--- src/rtl/ni_local.sv ---
// ni_local -- network interface between a processing element (PE) and the
// local port of a mesh router.
//
// Injection: the PE offers {dst, data}; the block builds a 40-bit flit
//   [39:38] dst | [37:36] LOCAL_ID | [35:34] seq | [33]=1 | [32]=0 | [31:0] data
// holds it in a register and writes it to the router local input FIFO with a
// single-cycle strobe once that FIFO is not full (one flit per two cycles).
//
// Ejection: flits from the router local output are buffered in an EJ_DEPTH
// deep FIFO and presented to the PE. Back-pressure to the router is raised two
// slots early; flits arriving while full are dropped and flagged (ej_ovf).
//
// Optional feature: define NI_SEQ_EN to fill the seq field with a 2-bit
// counter that advances on each write strobe; otherwise the field is 2'b00.
//
// Parameters:
//   LOCAL_ID        node coordinate inserted as the flit source field
//   EJ_DEPTH        ejection FIFO depth (power of two, >= 4)
// Ports:
//   clk, rst_n      clock, synchronous active-low reset
//   pe_tx_valid/ready, pe_tx_dst, pe_tx_data   PE injection handshake
//   wr_en_local, wdata_local, full_local       router local input FIFO
//   ej_valid, ej_data, next_full_local         router local output
//   pe_rx_valid/ready, pe_rx_src, pe_rx_data   PE ejection handshake
//   ej_ovf          sticky ejection overflow flag

module ni_local #(
  parameter logic [1:0] LOCAL_ID = 2'b00,
  parameter int         EJ_DEPTH = 4
) (
  input  logic        clk,
  input  logic        rst_n,
  input  logic        pe_tx_valid,
  output logic        pe_tx_ready,
  input  logic [1:0]  pe_tx_dst,
  input  logic [31:0] pe_tx_data,
  output logic        wr_en_local,
  output logic [39:0] wdata_local,
  input  logic        full_local,
  input  logic        ej_valid,
  input  logic [39:0] ej_data,
  output logic        next_full_local,
  output logic        pe_rx_valid,
  input  logic        pe_rx_ready,
  output logic [1:0]  pe_rx_src,
  output logic [31:0] pe_rx_data,
  output logic        ej_ovf
);

  localparam int AW = $clog2(EJ_DEPTH);
  localparam int CW = AW + 1;
  localparam logic [CW-1:0] DEPTH_C  = CW'(EJ_DEPTH);
  localparam logic [CW-1:0] THRESH_C = CW'(EJ_DEPTH - 2);

  typedef enum logic {ST_IDLE, ST_SEND} state_t;

  state_t      r_state;
  state_t      w_state_next;
  logic [39:0] r_flit;
  logic [1:0]  w_seq;
  logic        w_accept;
  logic        w_wr;

  // Injection FSM decode. Both the ready and the write strobe are masked by
  // rst_n so a flit pending during reset is discarded without a strobe.
  always_comb begin
    w_state_next = r_state;
    pe_tx_ready  = 1'b0;
    w_accept     = 1'b0;
    w_wr         = 1'b0;
    case (r_state)
      ST_IDLE: begin
        pe_tx_ready = rst_n;
        if (rst_n && pe_tx_valid) begin
          w_accept     = 1'b1;
          w_state_next = ST_SEND;
        end
      end
      ST_SEND: begin
        w_wr = rst_n && !full_local;
        if (w_wr) begin
          w_state_next = ST_IDLE;
        end
      end
      default: w_state_next = ST_IDLE;
    endcase
  end

  assign wr_en_local = w_wr;
  assign wdata_local = r_flit;

  // Injection state register.
  always_ff @(posedge clk) begin
    if (!rst_n) begin
      r_state <= ST_IDLE;
    end else begin
      r_state <= w_state_next;
    end
  end

  // Flit register: captured on accept and held unchanged while stalled.
  always_ff @(posedge clk) begin
    if (!rst_n) begin
      r_flit <= '0;
    end else if (w_accept) begin
      r_flit <= {pe_tx_dst, LOCAL_ID, w_seq, 2'b10, pe_tx_data};
    end
  end

`ifdef NI_SEQ_EN
  logic [1:0] r_seq;

  // Sequence counter advances once per flit actually written to the router.
  always_ff @(posedge clk) begin
    if (!rst_n) begin
      r_seq <= 2'b00;
    end else if (w_wr) begin
      r_seq <= r_seq + 2'b01;
    end
  end

  assign w_seq = r_seq;
`else
  assign w_seq = 2'b00;
`endif

  // ---------------- ejection FIFO ----------------
  logic [39:0]   r_mem [0:EJ_DEPTH-1];
  logic [AW-1:0] r_wr_ptr;
  logic [AW-1:0] r_rd_ptr;
  logic [CW-1:0] r_count;
  logic [CW-1:0] w_count_next;
  logic          r_nfull;
  logic          r_ovf;
  logic          w_full;
  logic          w_push;
  logic          w_pop;
  logic [39:0]   w_head;
  logic          w_unused;

  assign w_full      = (r_count == DEPTH_C);
  assign pe_rx_valid = (r_count != '0);
  assign w_pop       = pe_rx_valid && pe_rx_ready;
  // A simultaneous pop frees the slot, so a push into a full FIFO succeeds.
  assign w_push      = ej_valid && (!w_full || w_pop);

  assign w_head      = r_mem[r_rd_ptr];
  assign pe_rx_src   = w_head[37:36];
  assign pe_rx_data  = w_head[31:0];
  assign w_unused    = &{1'b0, w_head[39:38], w_head[35:32]};

  assign next_full_local = r_nfull;
  assign ej_ovf          = r_ovf;

  // Occupancy after this cycle's push/pop.
  always_comb begin
    w_count_next = r_count;
    if (w_push && !w_pop) begin
      w_count_next = r_count + CW'(1);
    end else if (w_pop && !w_push) begin
      w_count_next = r_count - CW'(1);
    end
  end

  // Storage array; no reset needed since entries are only read when counted.
  always_ff @(posedge clk) begin
    if (rst_n && w_push) begin
      r_mem[r_wr_ptr] <= ej_data;
    end
  end

  // Pointers wrap naturally at the power-of-two depth. The back-pressure flag
  // is computed from the next count so it is asserted in the same cycle the
  // occupancy reaches the threshold.
  always_ff @(posedge clk) begin
    if (!rst_n) begin
      r_wr_ptr <= '0;
      r_rd_ptr <= '0;
      r_count  <= '0;
      r_nfull  <= 1'b0;
      r_ovf    <= 1'b0;
    end else begin
      if (w_push) begin
        r_wr_ptr <= r_wr_ptr + AW'(1);
      end
      if (w_pop) begin
        r_rd_ptr <= r_rd_ptr + AW'(1);
      end
      r_count <= w_count_next;
      r_nfull <= (w_count_next >= THRESH_C);
      if (ej_valid && w_full && !w_pop) begin
        r_ovf <= 1'b1;
      end
    end
  end

endmodule
--- config.mk ---
export PLATFORM = sky130hd
export DESIGN_NAME = ni_local
export DESIGN_NICKNAME = d
export VERILOG_FILES = /design/src/rtl/ni_local.sv
export SDC_FILE = /design/constraint.sdc
export NUM_CORES = 1
export LEC_CHECK = 0
export ABC_AREA = 1
export CORE_AREA = 4 4 176 144
export DETAILED_ROUTE_END_ITERATION = 12
export DIE_AREA = 0 0 180 148
export PLACE_DENSITY = 0.54
export SLEW_MARGIN = 40
export SYNTH_ARGS = -nofsm -noshare
export SYNTH_HDL_FRONTEND = slang
export SYNTH_SLANG_ARGS = --single-unit
export TNS_END_PERCENT = 30
--- constraint.sdc ---
create_clock -name clk -period 7.05 [get_ports clk]
set_clock_uncertainty 0.05 [all_clocks]
set_input_delay 0.705 -clock clk [delete_from_list [all_inputs] [get_ports clk]]
set_output_delay 0.705 -clock clk [all_outputs]
set_load 0.01 [all_outputs]
==> metrics.cfg <==
[status]
status=completed

[setup_path]
reg2reg_from=r_count[0]
rr_worst_depth=6
worstSetupStartpoint=rst_n
cp_max_fo=46
worstPathRequired_ns=6.29
r2r_end=r_mem[1][0]
crit_type=in2out
crit_arrival_ns=2.54
crit_path_end_kind=primary output
rrSetupSlack_ns=4.50
startpoint_type=input pin

[power_and_ir_drop]
power_leakage_nw=3.192
switching_share_pct=26.35
internal_power_w=0.001911
p_total_w=0.002595
clkPwrFrac_pct=36.7
seq_power_share_pct=47.1
p_per_area_nw_per_um2=279.9
p_switching_w=0.0006836
vdd_drop_max_uv=111.5
combPwrFrac_pct=16.2

[global_routing]
grt-busiest-layer=met2
antenna_found_initial=0
met3_usage_pct=6.371
grt_start_max_net_pins=69
use_met1_pct=15.14
grt-ovfl-total=0
grt_use_total_pct=11.88
first_global_vias=4472
met2_usage_pct=17.72
grt_pass1_wl_um=24650

[die]
io-pin-count=159
die_area_sq_um=26640
rows=50
die_x_um=180
core-area_sq_um=23330
start_util_pct=29.75
die_h_um=148

[routing]
wl_per_cell_um=15.44
postRouteWirelength_um=16010
vias_per_cell=4.414
first_pass_iters=5
dr.first_iter.drc_count=199
ant_nets=0
drc=0
vias=4577

[sta]
final_max_slew_viol_count=0
setup_viol=0
setup_slack_ns=3.752
rsz0062_at_grt=no
final.period_utilization_pct=46.78
fin_tns_setup_ns=0
worst_slew_pin_slew_ns=0.6955
report.final.hold_viol_count=0
fmax_ghz=0.3032
maxSlewHeadroom_pct=53.64
period_needed_ns=3.298

[clocking]
cts_setup_buffers=0
cts_hold_buf=0
root_buffer=clkbuf_16
post_cts_resized=0
clkSlewWorstSetupHoldPaths_ns=0.07
cts_tree=yes
cts_buffer_depth=2
clkLatencyLatePin_ns=0.42
clock-sinks=183
cts_inserted_buffers=17
htree_levels=4

[place]
pre_cts_slack_ns=3.744
post-place-cells=1004
io_buffers=147
detailed_place_hpwl_um=9576
gp_congestion=0.7195

[logic_synthesis]
syn_area_per_cell_sq_um=12.16
synth_top_cell_by_area=edfxtp_1
ys_ff_latch=183
yosys_warnings=0
synth_cell_types=27
syn_inst=571
synth_area_leaders=edfxtp_1, dfxtp_1, o21ai_0
synth.top_cell.area_share_pct=58.82
syn-cell-area_sq_um=6943
ys_seq_area_share_pct=72.37

[min_path]
hold_start=wdata_local[33]
hold_depth=2
hold_end=wdata_local[33]
holdCritPathClass=reg2reg

[run]
maxCapViolations=0

[cells_and_area]
finish.utilization_pct=39.72
fillers=2233
fin_nets=798
drive_above_1_share_pct=7.597
layoutNonFillerInstCount=1037
syn_to_final_growth_pct=33.50

-- state kept, by name, indices dropped and copies added (netlist names), named ones only --
signal and count:
ej_ovf 1, next_full_local 1, r_count 3, r_mem 136, r_rd_ptr 2, r_state 1
r_wr_ptr 2, wdata_local 35
-- kinds of logic (layout without fill, tap and decap cells) --
family | Yosys count | in the layout | synth area share (%)
flip-flops | 183 | 183 | 72.37
AND/OR/NAND/NOR | 176 | 176 | 10.36
AO/OA/AOI/OAI | 146 | 146 | 11.17
buffers and inverters | 57 | 206 | 4.649
adder cells (fa/ha/maj) | 7 | 7 | 1.261
other | 1 | 6 | 0.05401
XOR/XNOR | 1 | 1 | 0.1262
-- worst max-delay path by stage --
stage / endpoint / slack [ns] / cells past startpoint
after global placement: pe_tx_ready / 3.72 / 5
final: pe_tx_ready / 3.75 / 5
after floorplan: r_mem[0][0] / 4.01 / 4
after CTS: pe_tx_ready / 3.73 / 5
after detailed placement: pe_tx_ready / 3.74 / 5
after global routing: pe_tx_ready / 3.68 / 5
-- cells in the mapped netlist (all sizes together) --
cell type and count:
ha 7, nand2 85, xor2 1, conb 1, o21ai 106, o22ai 34, a21oi 5, o21a 1
clkbuf 9, nand4 3, dfxtp 47, nand3 8, nand3b 1, nor2 79, buf 29, edfxtp 136
inv 19
-- per-layer routing --
layer / part of all wire [%] / up-vias
met5: 0 / -
met4: 0.85 / 0
met3: 11 / 13
met2: 43 / 161
met1: 45 / 2117
li1: - / 2286
-- layout by cell type, fill, tap and decap left out, drive strengths merged --
cell	synthesis	final
nand3b	1	1
a21oi	5	5
o21ai	106	106
nand4	3	3
o21a	1	1
clkdlybuf4s50	0	147
diode	0	1
conb	1	5
clkinv	0	5
nand3	8	8
bufinv	0	1
nand2	85	85
clkbuf	9	17
nor2	79	79
dfxtp	47	47
edfxtp	136	136
inv	19	28
xor2	1	1
ha	7	7
o22ai	34	34
buf	29	8
-- critical path: stages --
cell,delay [ns]
clkdlybuf4s50_1,0.52
buf_4,0.45
inv_1,0.16
nor2_1,0.12
clkdlybuf4s50_1,0.57
-- through the flow --
step                instance area (sq um)  hold WS (ns)
global route                         9266        0.4258
global placement                     8665        0.3802
floorplan                            6958        0.3935
detailed placement                   8665        0.3924
finish                               9269        0.4035
CTS                                  9266        0.4068
-- power groups by stage --
stage                     combinational [W]  clock, W  sequential, W
after floorplan                    0.000204         0        0.00125
after global placement             0.000428         0        0.00125
after detailed placement           0.000427         0        0.00125
after CTS                          0.000429  0.000983        0.00122
after global routing               0.000463   0.00103        0.00123
final                              0.000419  0.000953        0.00122
-- cell type report --
class | instances | area (sq um) | area share [%]
Timing Repair Buffer | 155 | 1531 | 16.52
Inverter | 19 | 76.32 | 0.8234
Antenna cell | 1 | 2.502 | 0.02700
Clock inverter | 15 | 176.4 | 1.903
Multi-Input combinational cell | 335 | 1640 | 17.70
Sequential cell | 183 | 5026 | 54.23
Tap cell | 312 | 390.4 | 4.212
Clock buffer | 17 | 425.4 | 4.590
Note: power is estimated with default switching activity, not from simulation.
==> RTL change, RTL diff (config.mk and constraints unchanged) <==
Put one more register stage on the output `ej_ovf`, without a reset. The value now appears one clock later. The other outputs are not delayed to match.
--- a/src/rtl/ni_local.sv
+++ b/src/rtl/ni_local.sv
@@ -150,7 +150,9 @@
   assign w_unused    = &{1'b0, w_head[39:38], w_head[35:32]};
 
   assign next_full_local = r_nfull;
-  assign ej_ovf          = r_ovf;
+  always_ff @(posedge clk) begin
+    ej_ovf <= r_ovf;
+  end
 
   // Occupancy after this cycle's push/pop.
   always_comb begin
Formal check against the unedited RTL: not equivalent (a bounded check fails within 10 cycles, from zero or initial values and one cycle with rst_n low).
==> RTL change against the unedited design <==
Total power shrank 0.50%. Worst setup slack gained 0.044 ns. Wire length grew 0.89%. Via count grew 0.48%. Area after synthesis shrank 0.11%. Sequential cell count grew 1. Critical path type is now flip-flop to output pin. Design area grew 0.11%. Critical path depth is the same.
==> RTL change: results (changes against the unedited design) <==
| Metric | Value |
|---|---|
| Top cells by count, synth | `edfxtp_1 (136), o21ai_0 (102), nand2_1 (80) (was edfxtp_1 (136), o21ai_0 (97), nand2_1 (82))` |
| Pin count of the biggest net entering global routing | `69 (unchanged)` |
| Layout cell share with drive strength beyond 1 | `0.08104 (was 0.07597)` |
| Hold WC Path Type | `flip-flop to flip-flop (unchanged)` |
| First-pass GRT wire length | `25660 um (was 24650 um)` |
| Critical path class | `flip-flop to output pin (was primary input to output pin)` |
| Worst Tran Pin Value | `0.7342 ns (was 0.6955 ns)` |
| Hold path depth | `0 (was 2)` |
| Synth top area cells | `edfxtp_1 (59%), dfxtp_1 (14%), o21ai_0 (7.4%) (was edfxtp_1 (59%), dfxtp_1 (14%), o21ai_0 (7.0%))` |
| Netlist cell types | `26 (was 27)` |
| Clock buffer depth | `2 (unchanged)` |
| Initial antenna violation count | `0 (unchanged)` |
| Met2 Use GR | `0.1842 (was 0.1772)` |
| GRT met1 Usage | `0.1582 (was 0.1514)` |
| R2r endpoint | `r_mem[2][21] (was r_mem[1][0])` |
| Crit path to | `pe_rx_data[27] (was pe_tx_ready)` |
| Total GRT Usage | `0.1232 (was 0.1188)` |
| Sequential share of the synthesized area | `0.7274 (was 0.7237)` |
| Vias per inst | `4.422 (was 4.414)` |
| Nets@finish | `802 (was 798)` |
| Routability cong. | `0.7237 (was 0.7195)` |
| Post-CTS setup buffer count | `0 (unchanged)` |
| Met3 GRT Util | `0.06371 (unchanged)` |
| Flop-to-flop setup slack | `4.40 ns (was 4.50 ns)` |
| Post-DP Area | `8698 sq um (was 8665 sq um)` |
| R2R cell count | `8 (was 6)` |
| Crit path arrival time | `2.50 ns (was 2.54 ns)` |
| R2R Path Start | `r_count[0] (unchanged)` |
| Worst hold slack | `0.3036 ns (was 0.4035 ns)` |
| Iteration-0 DRC Markers | `232 (was 199)` |
| H-tree lvl count | `4 (unchanged)` |
| Status | `finished clean (unchanged)` |
| Number of global-route vias before repair | `4579 (was 4472)` |
| Post-synth EDFFs | `136 (unchanged)` |
| Pleak | `3.203 nW (was 3.192 nW)` |
| VDD IR-drop max | `0.1514 mV (was 0.1115 mV)` |
| First-pass DRT Iterations | `4 (was 5)` |
| Final HPWL DP | `9785 um (was 9576 um)` |
| Final WL | `16150 um (was 16010 um)` |
| Antenna cells | `0 (was 1)` |
[RTL change: changes by cell type in the layout (fill, tap and decap cells not counted), moves of 2 or more]
cell	change
nor2_1	-2
nand2_2	+2
inv_1	+3
nand2_1	-2
buf_4	+2
o21ai_1	-4
o21ai_0	+5
[RTL change: metrics by stage]
stage | setup slack (ns) | std cells
final | 3.796 | 1040
after global routing | 3.601 | 1040
after CTS | 3.754 | 1040
after detailed placement | 3.731 | 1008
after global placement | 2.964 | 1008
after floorplan | 3.970 | 577
[RTL change: area by class of cell]
cell class | count | area [sq um]
multi-input combinational | 334 | 1639
fill | 2222 | 14060
timing repair buffer | 157 | 1541
tap | 312 | 390.4
clock buffer | 17 | 425.4
inverter | 21 | 81.33
sequential | 184 | 5046
clock inverter | 15 | 155.1
[RTL change: cells by family (layout without fill, tap and decap cells)]
kind of cell	count (synthesis)	in the layout	share of synthesized area
other	1	5	0.0005407
adder cells (fa/ha/maj)	7	7	0.01263
AO/OA/AOI/OAI	148	148	0.1133
flip-flops	184	184	0.7274
AND/OR/NAND/NOR	174	174	0.1034
buffers and inverters	59	210	0.04276
[RTL change: report_power, final]
group	internal, mW	total, mW	switching (mW)	leakage [nW]
Sequential	1.21	1.23	0.0188	1.63
Combinational	0.198	0.424	0.226	1.28
Clock	0.475	0.926	0.451	0.288
[RTL change: worst min path at each step]
| stage | start | end |
|---|---|---|
| after global placement | r_ovf | ej_ovf |
| final | r_ovf | ej_ovf |
| after floorplan | r_ovf | ej_ovf |
| after CTS | r_ovf | ej_ovf |
| after detailed placement | r_ovf | ej_ovf |
| after global routing | r_ovf | ej_ovf |
[RTL change: per-layer routing]
metal,wire length [um],part of all wire
met1,7555,0.47
met2,6787,0.42
met3,1621,0.10
met4,185,0.011
met5,0,0
